**config.mk**
```make
export PLATFORM = sky130hd
export DESIGN_NAME = gp_ram_arbiter_flat
export DESIGN_NICKNAME = d
export VERILOG_FILES = /design/src/rtl/gp_ram_arbiter_if.sv /design/src/rtl/gp_ram_arbiter.sv /design/src/flat_wrapper.sv
export SDC_FILE = /design/constraint.sdc
export NUM_CORES = 1
export LEC_CHECK = 0
export BUFFER_PORTS_ARGS = -buffer_cell sky130_fd_sc_hd__buf_2
export CAP_MARGIN = 20
export CORE_ASPECT_RATIO = 0.8
export CORE_MARGIN = 2
export CORE_UTILIZATION = 40
export DETAILED_ROUTE_END_ITERATION = 12
export PLACE_DENSITY = 0.92
export SYNTH_ARGS = -nofsm -noshare
export SYNTH_HDL_FRONTEND = slang
export SYNTH_SLANG_ARGS = --single-unit
export TNS_END_PERCENT = 5
```
**constraint.sdc**
```tcl
create_clock -name clk -period 1.79 [get_ports clk]
set_clock_uncertainty 0.05 [all_clocks]
set_input_delay 0.0895 -clock clk [delete_from_list [all_inputs] [get_ports clk]]
set_output_delay 0.0895 -clock clk [all_outputs]
set_load 0.02 [all_outputs]
```
**src/rtl/gp_ram_arbiter_if.sv**
```systemverilog
// Per-port request/response bundle between a master (CPU or DMA/debug)
// and the gp_ram arbiter. The master holds req/wr/addr/wdata until gnt.
interface gp_ram_arbiter_if #(
  parameter int ADDR_W = 8,
  parameter int DATA_W = 8
);
  logic              req;
  logic              wr;
  logic [ADDR_W-1:0] addr;
  logic [DATA_W-1:0] wdata;
  logic              gnt;
  logic              rvalid;
  logic [DATA_W-1:0] rdata;

  modport master (output req, wr, addr, wdata, input gnt, rvalid, rdata);
  modport slave  (input req, wr, addr, wdata, output gnt, rvalid, rdata);
endinterface

```
**src/rtl/gp_ram_arbiter.sv**
```systemverilog
// Two-port arbiter/sequencer in front of the single-port gp_ram.
// Port 0 is the CPU, port 1 the DMA/debug master. Commands are serialised
// onto the RAM; reads return data one cycle after the command with rvalid.
//
// state  | meaning
// IDLE   | no command outstanding; pick a winner when any req is high
// ACCESS | command on the RAM bus, gnt high; req inputs are stale and ignored
// RDATA  | read data from the RAM is returned with rvalid; req re-evaluated
module gp_ram_arbiter #(
  parameter int ADDR_W    = 8,
  parameter int DATA_W    = 8,
  parameter int PRIO_MODE = 0
) (
  input  logic              clk,
  input  logic              rst,
  gp_ram_arbiter_if.slave   p0,
  gp_ram_arbiter_if.slave   p1,
  output logic              ram_cs,
  output logic              ram_wen,
  output logic              ram_oen,
  output logic [ADDR_W-1:0] ram_address,
  output logic [DATA_W-1:0] ram_data_in,
  input  logic [DATA_W-1:0] ram_data_out,
  output logic              busy
);

  typedef enum logic [1:0] {IDLE, ACCESS, RDATA} state_t;

  state_t            state;
  logic              last;
  logic              sel;
  logic [1:0]        gnt_q;
  logic [1:0]        rvalid_q;

  logic              any_req;
  logic              win;
  logic              win_wr;
  logic [ADDR_W-1:0] win_addr;
  logic [DATA_W-1:0] win_wdata;

  // Winner selection: a lone requester always wins; ties go by mode.
  always_comb begin
    any_req = p0.req | p1.req;
    if (p0.req && p1.req) begin
      win = (PRIO_MODE != 0) ? 1'b0 : ~last;
    end else begin
      win = p1.req;
    end
    win_wr    = win ? p1.wr    : p0.wr;
    win_addr  = win ? p1.addr  : p0.addr;
    win_wdata = win ? p1.wdata : p0.wdata;
  end

  // Sequencer FSM with registered grant, read-valid and RAM command outputs.
  always_ff @(posedge clk) begin
    if (rst) begin
      state       <= IDLE;
      last        <= 1'b1;
      sel         <= 1'b0;
      gnt_q       <= 2'b00;
      rvalid_q    <= 2'b00;
      ram_cs      <= 1'b0;
      ram_wen     <= 1'b0;
      ram_oen     <= 1'b0;
      ram_address <= '0;
      ram_data_in <= '0;
      busy        <= 1'b0;
    end else begin
      gnt_q       <= 2'b00;
      rvalid_q    <= 2'b00;
      ram_cs      <= 1'b0;
      ram_wen     <= 1'b0;
      ram_oen     <= 1'b0;
      ram_address <= '0;
      ram_data_in <= '0;
      case (state)
        IDLE, RDATA: begin
          if (any_req) begin
            state       <= ACCESS;
            busy        <= 1'b1;
            sel         <= win;
            last        <= win;
            gnt_q       <= win ? 2'b10 : 2'b01;
            ram_cs      <= 1'b1;
            ram_wen     <= win_wr;
            ram_oen     <= ~win_wr;
            ram_address <= win_addr;
            ram_data_in <= win_wr ? win_wdata : '0;
          end else begin
            state <= IDLE;
            busy  <= 1'b0;
          end
        end
        ACCESS: begin
          // ram_oen still holds the command being executed: high means a read.
          if (ram_oen) begin
            state    <= RDATA;
            busy     <= 1'b1;
            rvalid_q <= sel ? 2'b10 : 2'b01;
          end else begin
            state <= IDLE;
            busy  <= 1'b0;
          end
        end
        default: begin
          state <= IDLE;
          busy  <= 1'b0;
        end
      endcase
    end
  end

  assign p0.gnt    = gnt_q[0];
  assign p1.gnt    = gnt_q[1];
  assign p0.rvalid = rvalid_q[0];
  assign p1.rvalid = rvalid_q[1];
  assign p0.rdata  = rvalid_q[0] ? ram_data_out : '0;
  assign p1.rdata  = rvalid_q[1] ? ram_data_out : '0;

endmodule

```
**src/flat_wrapper.sv**
```systemverilog
// flat-port wrapper written by rule: the top's interface ports become plain ports
module gp_ram_arbiter_flat 
#(
  parameter int ADDR_W    = 8,
  parameter int DATA_W    = 8,
  parameter int PRIO_MODE = 0
)
  (clk, rst, ram_cs, ram_wen, ram_oen, ram_address, ram_data_in, ram_data_out, busy, p0_req, p0_wr, p0_addr, p0_wdata, p0_gnt, p0_rvalid, p0_rdata, p1_req, p1_wr, p1_addr, p1_wdata, p1_gnt, p1_rvalid, p1_rdata);
  gp_ram_arbiter_if #(.ADDR_W(ADDR_W), .DATA_W(DATA_W)) p0_i ();
  gp_ram_arbiter_if #(.ADDR_W(ADDR_W), .DATA_W(DATA_W)) p1_i ();
  input  logic clk;
  input  logic rst;
  output logic ram_cs;
  output logic ram_wen;
  output logic ram_oen;
  output logic [ADDR_W-1:0] ram_address;
  output logic [DATA_W-1:0] ram_data_in;
  input  logic [DATA_W-1:0] ram_data_out;
  output logic busy;
  input wire logic [$bits(p0_i.req)-1:0] p0_req;
  input wire logic [$bits(p0_i.wr)-1:0] p0_wr;
  input wire logic [$bits(p0_i.addr)-1:0] p0_addr;
  input wire logic [$bits(p0_i.wdata)-1:0] p0_wdata;
  output wire logic [$bits(p0_i.gnt)-1:0] p0_gnt;
  output wire logic [$bits(p0_i.rvalid)-1:0] p0_rvalid;
  output wire logic [$bits(p0_i.rdata)-1:0] p0_rdata;
  input wire logic [$bits(p1_i.req)-1:0] p1_req;
  input wire logic [$bits(p1_i.wr)-1:0] p1_wr;
  input wire logic [$bits(p1_i.addr)-1:0] p1_addr;
  input wire logic [$bits(p1_i.wdata)-1:0] p1_wdata;
  output wire logic [$bits(p1_i.gnt)-1:0] p1_gnt;
  output wire logic [$bits(p1_i.rvalid)-1:0] p1_rvalid;
  output wire logic [$bits(p1_i.rdata)-1:0] p1_rdata;
  assign p0_i.req = p0_req;
  assign p0_i.wr = p0_wr;
  assign p0_i.addr = p0_addr;
  assign p0_i.wdata = p0_wdata;
  assign p0_gnt = p0_i.gnt;
  assign p0_rvalid = p0_i.rvalid;
  assign p0_rdata = p0_i.rdata;
  assign p1_i.req = p1_req;
  assign p1_i.wr = p1_wr;
  assign p1_i.addr = p1_addr;
  assign p1_i.wdata = p1_wdata;
  assign p1_gnt = p1_i.gnt;
  assign p1_rvalid = p1_i.rvalid;
  assign p1_rdata = p1_i.rdata;
  gp_ram_arbiter #(.ADDR_W(ADDR_W), .DATA_W(DATA_W), .PRIO_MODE(PRIO_MODE)) u_core (.clk(clk), .rst(rst), .p0(p0_i), .p1(p1_i), .ram_cs(ram_cs), .ram_wen(ram_wen), .ram_oen(ram_oen), .ram_address(ram_address), .ram_data_in(ram_data_in), .ram_data_out(ram_data_out), .busy(busy));
endmodule
```
==> results of run 1 <==
[cell usage after synthesis]
library cell	count	area, um^2
and2_1	18	113
buf_6	1	11.3
a2bb2oi_1	1	8.76
o21ai_0	1	5.00
or2b_1	1	7.51
clkbuf_1	2	7.51
a21oi_1	8	40.0
dfxtp_1	28	561
and2b_2	1	8.76
a22o_1	8	70.1
buf_2	1	5.00
nor3_4	2	32.5
a21boi_2	1	11.3
nor2_1	5	18.8
a221o_2	1	11.3
a21bo_1	1	10.0
nand3_1	16	80.1
mux2i_1	1	10.0
nand2_1	1	3.75
inv_1	3	11.3
nand4bb_1	1	11.3
[through the flow]
stage	hold slack [ps]	cells	area [um^2]
floorplan	112	102	1040
global placement	254	220	1490
detailed placement	254	220	1490
CTS	12.5	256	1840
global route	161	257	1870
finish	164	257	1870
[sequential cells by signal (all words and copies together) (netlist names)]
| name | flops |
|---|---|
| u_core.busy | 1 |
| u_core.ram_wen | 1 |
| u_core.state | 2 |
| u_core.ram_data_in | 8 |
| u_core.ram_address | 8 |
| u_core.ram_oen | 1 |
| u_core.gnt_q | 2 |
| u_core.sel | 1 |
| u_core.ram_cs | 1 |
| u_core.rvalid_q | 2 |
| u_core.last | 1 |
[cell families after synthesis]
logic type	Yosys count	synth area share (%)
AO/OA/AOI/OAI	21	15.1
AND/OR/NAND/NOR	45	26.5
buffers and inverters	7	3.38
multiplexers	1	0.965
flip-flops	28	54.0
[routing by layer]
metal	vias to the layer above	GRT usage, %	part of all wire, %
met3	8	4.46	6.4
met5	-	0	0
met2	69	45.9	56
met4	0	8.70	3.1
li1	597	-	-
met1	570	21.1	35
[power breakdown]
part | switching (mW) | leakage, nW | internal [mW]
sequential | 0.0158 | 0.230 | 0.657
combinational | 0.130 | 0.753 | 0.139
clock | 0.156 | 0.0138 | 0.0787
[final cells by class]
class                   count  area [um^2]
inverters                   3         11.3
repair buffers            120          773
multi-input cells          67          455
well taps                  36         45.0
fillers                   173          594
clock buffers               3         22.5
flip-flops and latches     28          561
[worst register-to-register path, cell delays in order (launching register included)]
cell and delay [ps]:
dfxtp_1 390, a21boi_4 300, nand3_1 170, a21oi_1 180, dlygate4sd3_1 560
[worst paths after layout]
kind                                               to  cells after the start
worst max-delay path            u_core.ram_data_in[1]                      6
worst min-delay path                   u_core.ram_wen                      3
worst max register to register  u_core.ram_data_in[1]                      4
worst min register to register     u_core.rvalid_q[0]                      1
[repair_timing]
action                                  CTS  global route
hold endpoints to repair                 17             1
hold buffers                             33             1
gates resized for setup                   0             3
setup buffers                             0             0
endpoints found under the setup margin    0             8
==> run_results.csv, run 1 <==
group,metric,value,unit
run_status,status,"finished, final reports clean",
placement,numPortBuffers,85,
layout,mostFrequentLayoutCells,"buf_2, dlygate4sd3_1, dfxtp_1",
setup_path,crit_family,"buffers and inverters",
global_routing,grt_max_degree,15,
routing,vias_per_cell,4.84,
timing,setup_tns,0,ps
pwr,powerDensity,630,nW/um^2
pwr,ir_worst_vdd,0.574,mV
global_routing,grt_pass1_vias,1162,
routing,route.detailed.drc,0,
routing,drtIter0Drc,13,
timing,setup_ws,38.6,ps
placement,globalplace.congestion,0.834,
timing,min_period,1750,ps
timing,fmax,571,MHz
routing,wire_per_inst,13.1,um
clock_tree,root_buffer,"clkbuf_4",
worst_hold_path,worstHoldPathType,"primary input to register",
setup_path,startpoint,"p1_req",
setup_path,crit_type,"primary input to register",
timing,relSlewSlack,75.8,%
job,cap_violations,0,
routing,wl,3360,um
setup_path,crit_path_start_kind,"primary input",
clock_tree,cts_buffer_depth,2,
logic_synthesis,synth-seq-cells,28,
logic_synthesis,syn_area,1040,um^2
placement,dp_hpwl,2160,um
routing,vias,1244,
logic_synthesis,synth_cell_types,21,
logic_synthesis,synthesis.nets,148,
setup_path,critPathSlowestCell,"dlygate4sd3_1",
setup_path,r2r_slack,100,ps
setup_path,r2r_start,"u_core.last",
timing,slew_viol_final,0,
clock_tree,cts_buffers,3,
setup_path,crit_arrival,1970,ps
timing,report.final.hold_viol_count,0,
worst_hold_path,min-delay-start,"p0_wr",
global_routing,grt-ovfl-total,0,
floorplanning,start_util,42.1,%
timing,rsz0062_at_grt,"no",
floorplanning,design.core.area,2460,um^2
setup_path,path_cells,"dlygate4sd3_1 > buf_2 > a21boi_4 > nand3_1 > a21oi_1 > dlygate4sd3_1",
layout,diodes,0,
layout,post-route-util,75.9,%
logic_synthesis,syn_inst,102,
setup_path,worst-path-buf-inv,3,
layout,finalNetCount,269,
pwr,p_leak,0.996,nW
logic_synthesis,seq_area_frac_synth,54.0,%
logic_synthesis,synth.avg_cell_area,10.2,um^2
floorplanning,num_rows,16,
setup_path,crit_top_cell,"dlygate4sd3_1",
clock_tree,clk_pin_slew,130,ps
clock_tree,clock_latency,310,ps
floorplanning,dieArea,3020,um^2
timing,worst_pin_slew,362,ps
global_routing,grt.total_usage,22.7,%
layout,layout_commonest_cell,"buf_2",
routing,firstDrtPassIters,4,
logic_synthesis,ys_warn_count,0,
timing,timing.final.crit_share,97.8,%
clock_tree,cts_tree,"done",
layout,drive_above_1_share,43.0,%
clock_tree,htreeDepth,1,
routing,ant_nets,0,
global_routing,grt_first_pass_wirelength,5050,um
floorplanning,chipHeight,49.5,um
pwr,power.total,1.18,mW
floorplanning,chipWidth,60.9,um
setup_path,max_stage_delay,560,ps
setup_path,worstPathMaxFanout,9,
global_routing,antenna_found_initial,0,
clock_tree,cts_sinks,28,
setup_path,required,2010,ps
setup_path,endpoint_kind,"register",
placement,pre_cts_ws,491,ps
timing,setup_viol,0,
floorplanning,ios,86,
layout,area_growth_syn_to_layout,80.1,%
No activity file was read; power rests on OpenSTA's default activity.
==> run 2: changes to the inputs <==
CORE_UTILIZATION = 37   (was 40)
PLACE_DENSITY = 0.83   (was 0.92)
clock period = 1.9 ns   (was 1.79 ns; I/O delays follow)
==> run_results.csv, run 2 (synthesis gave the netlist of run 1 again) <==
group,metric,value,unit
clock_tree,cts_tree,"done",
setup_path,crit_path_end,"u_core.ram_address[3]",
layout,area_growth_syn_to_layout,82.9,%
setup_path,path_cells,"or2b_4 > nor3_4 > buf_4 > a22o_1 > dlygate4sd3_1",
timing,relSlewSlack,67.5,%
clock_tree,cts_buffers,3,
timing,report.final.hold_viol_count,0,
placement,globalplace.congestion,0.793,
clock_tree,cts_sinks,28,
timing,setup_tns,0,ps
placement,dp_hpwl,2020,um
global_routing,grt_pass1_vias,1245,
routing,wl,3520,um
routing,vias,1283,
pwr,comb_power_share,22.0,%
pwr,p_switching,319,uW
setup_path,worstPathMaxFanout,9,
timing,fmax,531,MHz
floorplanning,ios,86,
setup_path,r2r.worst_path.cells,5,
layout,drive_above_1_share,44.6,%
setup_path,crit_type,"register to register",
pwr,ir_worst_vdd,0.378,mV
floorplanning,design.core.area,2720,um^2
global_routing,grt.total_usage,21.2,%
worst_hold_path,worstHoldPathType,"primary input to register",
setup_path,endpoint_kind,"register",
pwr,powerDensity,629,nW/um^2
floorplanning,chipHeight,51.4,um
floorplanning,num_rows,17,
layout,seqCellArea,562,um^2
timing,min_period,1880,ps
timing,slew_viol_final,0,
pwr,p_leak,1.03,nW
setup_path,worst-path-buf-inv,2,
global_routing,grt-ovfl-total,0,
routing,firstDrtPassIters,4,
timing,timing.final.crit_share,99.1,%
global_routing,grt_first_pass_wirelength,5330,um
layout,layout_commonest_cell,"buf_2",
floorplanning,chipWidth,63.2,um
layout,top_regs,"u_core.ram_address x8, u_core.ram_data_in x8",
pwr,intPower,875,uW
clock_tree,htreeDepth,1,
routing,ant_nets,0,
timing,setup_viol,0,
floorplanning,start_util,38.1,%
placement,numPortBuffers,85,
clock_tree,root_buffer,"clkbuf_4",
clock_tree,clk_pin_slew,150,ps
setup_path,crit_family,"buffers and inverters",
setup_path,startpoint,"u_core.state[0]",
layout,diodes,0,
pwr,seq_power_share,53.3,%
job,cap_violations,0,
setup_path,max_stage_delay,600,ps
run_status,status,"finished, final reports clean",
routing,drtIter0Drc,26,
setup_path,r2r_start,"u_core.state[0]",
clock_tree,clock_latency,330,ps
setup_path,crit_arrival,2110,ps
pwr,clockPowerShare,24.6,%
floorplanning,dieArea,3250,um^2
timing,setup_ws,17.1,ps
routing,vias_per_cell,4.90,
pwr,swShare,26.7,%
global_routing,grt_max_degree,16,
layout,finalNetCount,271,
setup_path,crit_path_start_kind,"register",
global_routing,antenna_found_initial,0,
timing,worst_pin_slew,482,ps
timing,hold_ws,98.9,ps
layout,multi_input_area,452,um^2
setup_path,r2r_slack,20,ps
placement,pre_cts_ws,620,ps
layout,fillCellCount,195,
setup_path,reg2reg_to,"u_core.ram_address[3]",
setup_path,critPathSlowestCell,"dlygate4sd3_1",
clock_tree,cts_buffer_depth,2,
setup_path,required,2130,ps
layout,mostFrequentLayoutCells,"buf_2, dlygate4sd3_1, dfxtp_1",
setup_path,cp_num_cells,5,
routing,route.detailed.drc,0,
routing,wire_per_inst,13.4,um
## run 2: cell types whose count changed in the layout (fill, tap and decap cells not counted), sizes merged
cell and delta:
clkbuf +1, buf +2
## run 2: worst min path at each step
stage                     slack (ps)                    end  depth (start not counted)  startpoint
final                            100         u_core.ram_wen                          3       p0_wr
after global routing             100         u_core.ram_wen                          3       p0_wr
after CTS                         90         u_core.ram_wen                          3       p0_wr
after detailed placement         260  u_core.ram_address[1]                          2  p1_addr[1]
after global placement           260  u_core.ram_address[0]                          2  p1_addr[0]
after floorplan                  120             u_core.sel                          1         rst
## run 2: final cells by class
class,instances,area share (%)
Sequential cell,28,29.6
Tap cell,38,2.51
Timing Repair Buffer,122,41.6
Multi-Input combinational cell,67,23.8
Inverter,3,0.594
Clock buffer,4,1.91
## run 2: layer usage
metal / up-vias / global-route usage [%] / share of wire (%) / wire length [um]
li1: 598 / - / - / -
met1: 599 / 23.6 / 39 / 1380
met2: 69 / 37.2 / 50 / 1740
met3: 17 / 4.85 / 7.1 / 249
met4: 0 / 13.4 / 4.0 / 142
met5: - / 0 / 0 / 0
## run 2: worst reg2reg max path, stage by stage, from the launching register on
cell and delay [ps]:
dfxtp_2 390, or2b_4 290, nor3_4 170, buf_4 190, a22o_1 160, dlygate4sd3_1 600
## run 2: metrics by stage
stage	utilization, %	power [mW]	area [um^2]	instances
finish	69.7	1.19	1900	262
global route	69.7	1.25	1900	262
CTS	68.7	1.17	1870	260
detailed placement	54.9	0.839	1490	222
global placement	54.9	0.837	1490	222
floorplan	-	0.750	1040	102
## run 2: timing repair
item	4_1_cts	5_1_grt
hold buffers	34	0
endpoints found under the setup margin	0	8
gates resized for setup	0	4
buffers inserted	0	2
endpoints found under the hold margin	18	0
## run 2: power by group through the flow
stage                     registers (mW)  clock network (mW)  logic (mW)
after floorplan                    0.681                   0      0.0694
after global placement             0.646                   0       0.191
after detailed placement           0.646                   0       0.193
after CTS                          0.633               0.292       0.246
after global routing               0.639               0.325       0.282
final                              0.637               0.294       0.263
